--- src/rtl/quick_spi.sv ---
// quick_spi: SPI master running a whole write or read (command then data) per start request.
// Optional: define QUICK_SPI_INCOMING_CLEAR_EN to zero incoming_data when a read starts.
`timescale 1ns/1ps
module quick_spi #(
   parameter int   INCOMING_DATA_WIDTH = 8,
   parameter int   OUTGOING_DATA_WIDTH = 16,
   parameter logic CPOL                = 1'b0,
   parameter logic CPHA                = 1'b0,
   parameter int   NUMBER_OF_SLAVES    = 2,
   parameter int   BYTES_ORDER         = 0,
   parameter int   BITS_ORDER          = 0
) (
   input  logic                           clk,
   input  logic                           reset_n,
   input  logic                           enable,
   input  logic                           start_transaction,
   input  logic [1:0]                     slave,
   input  logic                           operation,
   output logic                           end_of_transaction,
   output logic [INCOMING_DATA_WIDTH-1:0] incoming_data,
   input  logic [OUTGOING_DATA_WIDTH-1:0] outgoing_data,
   output logic                           mosi,
   input  logic                           miso,
   output logic                           sclk,
   output logic [NUMBER_OF_SLAVES-1:0]    ss_n
);

   localparam int IW = INCOMING_DATA_WIDTH;
   localparam int OW = OUTGOING_DATA_WIDTH;
   localparam int TW = IW + OW;
   localparam int CW = $clog2(2*TW+1);
   localparam logic [CW-1:0] LAST_WR = CW'(2*OW-1);
   localparam logic [CW-1:0] LAST_RD = CW'(2*TW-1);

   localparam logic [1:0] S_IDLE     = 2'd0;
   localparam logic [1:0] S_SETUP    = 2'd1;
   localparam logic [1:0] S_TRANSFER = 2'd2;
   localparam logic [1:0] S_DONE     = 2'd3;

   // Bit k of the result is the k-th bit on the wire. The byte/bit swap is its own
   // inverse, so the same mapping also turns received wire order back into data.
   function automatic logic [OW-1:0] wire_out(input logic [OW-1:0] d);
      logic [OW-1:0] w;
      int sb, si;
      w = '0;
      for (int k = 0; k < OW; k++) begin
         sb = (BYTES_ORDER != 0) ? (OW/8 - 1 - k/8) : (k/8);
         si = (BITS_ORDER  != 0) ? (7 - k%8)        : (k%8);
         w[k] = d[sb*8 + si];
      end
      return w;
   endfunction

   function automatic logic [IW-1:0] wire_in(input logic [IW-1:0] d);
      logic [IW-1:0] w;
      int sb, si;
      w = '0;
      for (int k = 0; k < IW; k++) begin
         sb = (BYTES_ORDER != 0) ? (IW/8 - 1 - k/8) : (k/8);
         si = (BITS_ORDER  != 0) ? (7 - k%8)        : (k%8);
         w[k] = d[sb*8 + si];
      end
      return w;
   endfunction

   logic [1:0]                  state_q, state_d;
   logic [CW-1:0]               edge_q, edge_d;
   logic [TW-1:0]               tx_q, tx_d;
   logic [IW-1:0]               rx_q, rx_d;
   logic                        op_q, op_d;
   logic                        sclk_q, sclk_d;
   logic                        mosi_q, mosi_d;
   logic [NUMBER_OF_SLAVES-1:0] ss_n_q, ss_n_d;
   logic                        eot_q, eot_d;
   logic [IW-1:0]               inc_q, inc_d;

   logic [TW-1:0] tx_load;
   logic [IW-1:0] rx_nxt;
   logic          lead, shift_edge, sample_edge, data_phase;

   // Upper IW bits stay zero so mosi is 0 throughout the read data phase.
   assign tx_load     = {{IW{1'b0}}, wire_out(outgoing_data)};
   assign lead        = (edge_q[0] == 1'b0);
   assign shift_edge  = CPHA ? lead : !lead;
   assign sample_edge = !shift_edge;
   assign data_phase  = ((edge_q >> 1) >= CW'(OW));

   always_comb begin
      rx_nxt = rx_q;
      if (!op_q && data_phase && sample_edge)
         rx_nxt = {miso, rx_q[IW-1:1]};
   end

   always_comb begin
      state_d = state_q;
      edge_d  = edge_q;
      tx_d    = tx_q;
      rx_d    = rx_q;
      op_d    = op_q;
      sclk_d  = sclk_q;
      mosi_d  = mosi_q;
      ss_n_d  = ss_n_q;
      eot_d   = 1'b0;
      inc_d   = inc_q;
      case (state_q)
         S_IDLE: begin
            sclk_d = CPOL;
            if (start_transaction) begin
               op_d   = operation;
               edge_d = '0;
               rx_d   = '0;
               for (int i = 0; i < NUMBER_OF_SLAVES; i++)
                  ss_n_d[i] = (int'(slave) != i);
               if (CPHA == 1'b0) begin
                  mosi_d = tx_load[0];
                  tx_d   = tx_load >> 1;
               end else begin
                  mosi_d = 1'b0;
                  tx_d   = tx_load;
               end
`ifdef QUICK_SPI_INCOMING_CLEAR_EN
               if (!operation) inc_d = '0;
`endif
               state_d = S_SETUP;
            end
         end
         S_SETUP: state_d = S_TRANSFER;
         S_TRANSFER: begin
            sclk_d = ~sclk_q;
            edge_d = edge_q + 1'b1;
            rx_d   = rx_nxt;
            if (shift_edge) begin
               mosi_d = tx_q[0];
               tx_d   = tx_q >> 1;
            end
            if (edge_q == (op_q ? LAST_WR : LAST_RD)) begin
               state_d = S_DONE;
               ss_n_d  = '1;
               mosi_d  = 1'b0;
               eot_d   = 1'b1;
               if (!op_q) inc_d = wire_in(rx_nxt);
            end
         end
         default: state_d = S_IDLE;
      endcase
      // Disable wins over everything, including a completing transfer.
      if (!enable) begin
         state_d = S_IDLE;
         ss_n_d  = '1;
         sclk_d  = CPOL;
         mosi_d  = 1'b0;
         eot_d   = 1'b0;
         inc_d   = inc_q;
      end
   end

   always_ff @(posedge clk or negedge reset_n) begin
      if (!reset_n) begin
         state_q <= S_IDLE;
         edge_q  <= '0;
         tx_q    <= '0;
         rx_q    <= '0;
         op_q    <= 1'b0;
         sclk_q  <= CPOL;
         mosi_q  <= 1'b0;
         ss_n_q  <= '1;
         eot_q   <= 1'b0;
         inc_q   <= '0;
      end else begin
         state_q <= state_d;
         edge_q  <= edge_d;
         tx_q    <= tx_d;
         rx_q    <= rx_d;
         op_q    <= op_d;
         sclk_q  <= sclk_d;
         mosi_q  <= mosi_d;
         ss_n_q  <= ss_n_d;
         eot_q   <= eot_d;
         inc_q   <= inc_d;
      end
   end

   assign sclk               = sclk_q;
   assign mosi               = mosi_q;
   assign ss_n               = ss_n_q;
   assign end_of_transaction = eot_q;
   assign incoming_data      = inc_q;

endmodule

--- config.mk ---
export PLATFORM = sky130hd
export DESIGN_NAME = quick_spi
export DESIGN_NICKNAME = d
export VERILOG_FILES = /design/src/rtl/quick_spi.sv
export SDC_FILE = /design/constraint.sdc
export NUM_CORES = 1
export LEC_CHECK = 0
export ABC_AREA = 1
export CAP_MARGIN = 5
export CORE_MARGIN = 5
export CORE_UTILIZATION = 47
export CTS_CLUSTER_DIAMETER = 80
export DETAILED_ROUTE_END_ITERATION = 8
export MAX_ROUTING_LAYER = met4
export PLACE_DENSITY = 0.75
export SLEW_MARGIN = 20
export SYNTH_ARGS = -nofsm -noshare
export SYNTH_HDL_FRONTEND = slang
export SYNTH_SLANG_ARGS = --single-unit
export TNS_END_PERCENT = 10
--- constraint.sdc ---
create_clock -name clk -period 1.5 [get_ports clk]
set_input_delay 0.3 -clock clk [delete_from_list [all_inputs] [get_ports clk]]
set_output_delay 0.3 -clock clk [all_outputs]
set_load 0.005 [all_outputs]
==> run_summary.xml <==
<?xml version="1.0" encoding="UTF-8"?>
<metrics>
  <group name="yosys">
    <metric name="netlist_area" unit="mm^2">0.00222</metric>
    <metric name="postSynthNetCount" unit="">308</metric>
    <metric name="synthCells" unit="">280</metric>
    <metric name="synth_largest_type_area_fraction" unit="%">48.5</metric>
    <metric name="synth.yosys.seq_area_share" unit="%">50.9</metric>
    <metric name="syn_avg_cell_area" unit="um^2">7.92</metric>
    <metric name="synth_top_cells_by_area" unit="">sky130_fd_sc_hd__dfrtp_1 (49%), sky130_fd_sc_hd__nand2_1 (12%), sky130_fd_sc_hd__o21ai_0 (12%)</metric>
    <metric name="post-synth-top-area-cell" unit="">sky130_fd_sc_hd__dfrtp_1</metric>
    <metric name="yosysWarnings" unit="">0</metric>
    <metric name="number_of_flip_flops_and_latches_in_the_synthesized_netlist" unit="">45</metric>
    <metric name="post_synth_num_cell_types" unit="">23</metric>
  </group>
  <group name="critical_path">
    <metric name="criticalPathCategory" unit="">flop to flop</metric>
    <metric name="critPathArrivalTime" unit="ns">1.76</metric>
    <metric name="rr_worst_depth" unit="">9</metric>
    <metric name="start_kind" unit="">flop</metric>
    <metric name="critical_path_peak_fanout" unit="">15</metric>
    <metric name="max_stage_delay" unit="ns">0.41</metric>
    <metric name="worst_path_max_delay_cell" unit="">sky130_fd_sc_hd__dfrtp_1</metric>
    <metric name="end_kind" unit="">flop</metric>
    <metric name="critical_path.cell_chain" unit="">inv_2 &gt; ha_4 &gt; inv_2 &gt; o21ai_2 &gt; inv_2 &gt; o21ai_4 &gt; buf_12 &gt; nor2_1 &gt; a21oi_1</metric>
    <metric name="crit_path_frequent_cell" unit="">sky130_fd_sc_hd__inv_2</metric>
    <metric name="cp_data_required_time" unit="ns">1.72</metric>
  </group>
  <group name="floorplanning">
    <metric name="floorplan.die.width" unit="um">78.7</metric>
    <metric name="die_h" unit="um">78.7</metric>
    <metric name="ports_placed_on_the_boundary" unit="">37</metric>
    <metric name="die-area" unit="mm^2">0.00619</metric>
    <metric name="core_region_area" unit="mm^2">0.00466</metric>
    <metric name="initial_core_util" unit="%">47.6</metric>
    <metric name="rows" unit="">25</metric>
  </group>
  <group name="status">
    <metric name="run_status" unit="">complete, but fails checks</metric>
    <metric name="failed_checks" unit="">setup timing</metric>
  </group>
  <group name="timing">
    <metric name="final.setup.worst_slack" unit="ns">-0.0433</metric>
    <metric name="worst_clock_skew" unit="ns">0.00282</metric>
    <metric name="finalCriticalPeriod" unit="ns">1.54</metric>
    <metric name="rsz0062_at_grt" unit="">yes</metric>
    <metric name="timing_worst_slew_pin_value" unit="ns">0.399</metric>
    <metric name="setup_violating_endpoint_count_in_the_final_report" unit="">11</metric>
    <metric name="final.hold.worst_slack" unit="ns">0.458</metric>
    <metric name="relSlewSlack" unit="%">73.4</metric>
    <metric name="timing.final.crit_share" unit="%">103</metric>
    <metric name="hold_violations" unit="">0</metric>
    <metric name="report.final.slew_viol_count" unit="">0</metric>
    <metric name="max_freq" unit="MHz">648</metric>
  </group>
  <group name="clocking">
    <metric name="ctsLongestPathBuffers" unit="">2</metric>
    <metric name="tritoncts_buffer_count" unit="">5</metric>
    <metric name="numClockSinks" unit="">45</metric>
    <metric name="cts.root.buffer_cell" unit="">sky130_fd_sc_hd__clkbuf_8</metric>
    <metric name="cts_tree" unit="">built</metric>
    <metric name="clk-insertion-delay-late" unit="ns">0.29</metric>
    <metric name="htreeDepth" unit="">2</metric>
    <metric name="clock_pin_slew_of_the_registers_on_the_worst_case_setup_and_hold_paths" unit="ns">0.08</metric>
  </group>
  <group name="drt">
    <metric name="drt_pass1_iterations" unit="">4</metric>
    <metric name="remaining_drc_errors" unit="">0</metric>
    <metric name="wl_per_cell" unit="um">11.8</metric>
    <metric name="via_per_inst" unit="">4.89</metric>
    <metric name="totalWireLength" unit="um">4630</metric>
    <metric name="drt_iter0_markers" unit="">124</metric>
    <metric name="num_vias" unit="">1916</metric>
    <metric name="postRouteAntennaNets" unit="">0</metric>
  </group>
  <group name="pwr">
    <metric name="seq_power_share" unit="%">37.0</metric>
    <metric name="vdd_ir_drop_max" unit="uV">829</metric>
    <metric name="finalPower" unit="mW">4.51</metric>
    <metric name="cellInternalPower" unit="mW">2.95</metric>
    <metric name="swShare" unit="%">34.6</metric>
    <metric name="power.share.clock" unit="%">20.9</metric>
    <metric name="power-per-cell-area" unit="mW/mm^2">1470</metric>
    <metric name="leakagePower" unit="nW">1.45</metric>
    <metric name="power_frac_comb" unit="%">42.1</metric>
    <metric name="power.switching" unit="mW">1.56</metric>
  </group>
  <group name="hold_path">
    <metric name="class_of_the_tightest_hold_or_removal_check" unit="">primary input to asynchronous set/reset pin</metric>
  </group>
  <group name="final_layout">
    <metric name="flow.area_growth_from_synthesis" unit="%">38.4</metric>
    <metric name="final_nets" unit="">365</metric>
    <metric name="post_route_cells_drive_above_1_share" unit="%">19.2</metric>
    <metric name="fill_cells" unit="">388</metric>
    <metric name="diodes" unit="">0</metric>
  </group>
  <group name="global_route">
    <metric name="wire_length_of_the_first_global_routing_pass" unit="um">8030</metric>
    <metric name="grt_start_max_net_pins" unit="">32</metric>
    <metric name="globalRouteTotalUtil" unit="%">16.5</metric>
    <metric name="grt_antenna_before_repair" unit="">0</metric>
    <metric name="global_route.overflow_total" unit="">0</metric>
    <metric name="number_of_global_route_vias_before_repair" unit="">1858</metric>
  </group>
  <group name="place">
    <metric name="numPortBuffers" unit="">36</metric>
    <metric name="detailed_place_hpwl" unit="um">3180</metric>
    <metric name="routabilityCongestion" unit="">0.772</metric>
  </group>
  <group name="flow_run">
    <metric name="max-cap-violations" unit="">0</metric>
  </group>
</metrics>
[layer usage]
metal | vias up | global-route usage [%] | wire length (um) | part of all wire, %
met2 | 44 | 27.3 | 2230 | 48
met5 | - | - | 0 | 0
met4 | 0 | 5.59 | 61 | 1.3
li1 | 996 | - | - | -
met1 | 870 | 20.1 | 2120 | 46
met3 | 6 | 3.74 | 222 | 4.8
[final timing paths]
path / slack (ns) / endpoint / startpoint
max: -0.04 / tx_q[0]$_DFFE_PN0P_ / state_q[0]$_DFFE_PN0P_
min: 0.46 / incoming_data[7]$_DFFE_PN0P_ / reset_n
max in group asynchronous: 0.56 / tx_q[2]$_DFFE_PN0P_ / reset_n
min in group clk: 0.48 / ss_n[1]$_DFFE_PN1P_ / ss_n[1]$_DFFE_PN1P_
max reg2reg: -0.04 / tx_q[0]$_DFFE_PN0P_ / state_q[0]$_DFFE_PN0P_
min reg2reg: 0.48 / ss_n[1]$_DFFE_PN1P_ / ss_n[1]$_DFFE_PN1P_
[stage by stage]
stage                     worst slack [ns]  utilization [%]  area, um^2  instances  setup TNS, ns
after CTS                          -0.0644             62.8        2930        387         -0.521
after global placement              -0.137             59.9        2790        378          -2.61
final                              -0.0433             65.9        3070        392         -0.184
after floorplan                    -0.0206                -        2230        280         -0.184
after global routing                -0.129             65.9        3070        392          -2.06
after detailed placement            -0.185             59.9        2790        378          -3.61
[sequential cells by signal (all words and copies together) (netlist names)]
name	flops
state_q	2
mosi	1
end_of_transaction	1
incoming_data	8
edge_q	6
rx_q	8
ss_n	2
tx_q	15
sclk	1
op_q	1
[timing repair]
| item | 4_1_cts | 5_1_grt |
|---|---|---|
| setup buffers | 0 | 4 |
| cloned | 0 | 1 |
| resized for setup | 9 | 35 |
| hold buffers | 1 | 0 |
| setup endpoints to repair | 27 | 43 |
| pin swaps | 1 | 3 |
| endpoints found under the hold margin | 14 | 0 |
[worst max-delay path: cells and delay by family, from the launching register on]
family                   cells  cell delay (ns)
AO/OA/AOI/OAI                3             0.44
flip-flops                   1             0.41
buffers and inverters        4             0.39
adder cells (fa/ha/maj)      1             0.18
AND/OR/NAND/NOR              1             0.04
[synthesized netlist by cell type, drive strengths merged]
| cell type | number |
|---|---|
| nand4 | 3 |
| nand2 | 73 |
| nor3 | 2 |
| buf | 6 |
| ha | 4 |
| nand3 | 14 |
| o21a | 1 |
| dfrtp | 43 |
| o21ai | 61 |
| nor2 | 10 |
| a21oi | 8 |
| inv | 46 |
| clkbuf | 6 |
| nand3b | 1 |
| dfstp | 2 |
[cell families (layout without fill, tap and decap cells)]
logic type	Yosys count	after routing	synth area share [%]
compound gates	70	70	16.8
buf+inv	58	116	10.5
fa+ha+maj	4	4	2.26
flops	45	45	50.9
simple gates	103	103	19.6
[cell usage in the layout, fill, tap and decap left out, types with 12 or more instances in the layout]
cell type,synthesis,routed
sky130_fd_sc_hd__o21ai_0,53,38
sky130_fd_sc_hd__nand2_1,73,68
sky130_fd_sc_hd__buf_4,1,20
sky130_fd_sc_hd__nand3_1,13,12
sky130_fd_sc_hd__dfrtp_1,43,43
sky130_fd_sc_hd__o21ai_1,4,15
sky130_fd_sc_hd__inv_1,42,39
sky130_fd_sc_hd__clkdlybuf4s50_1,0,29
[layout make-up]
cell class	instances	area (um^2)	area share (%)
clock buffers	7	86.3	2.81
clock inverters	1	30.0	0.978
inverters	46	173	5.62
multi-input cells	177	961	31.3
flip-flops and latches	45	1130	36.8
well taps	54	67.6	2.20
repair buffers	62	624	20.3
[power by group through the flow]
stage	Combinational, mW	Sequential, mW	Clock, mW
2_1_floorplan	0.909	1.67	0
3_3_place_gp	1.54	1.66	0
3_5_place_dp	1.58	1.68	0
4_1_cts	1.60	1.66	0.961
5_1_grt	2.15	1.70	1.01
6_report	1.90	1.67	0.943
Note: power is estimated with default switching activity, not from simulation.
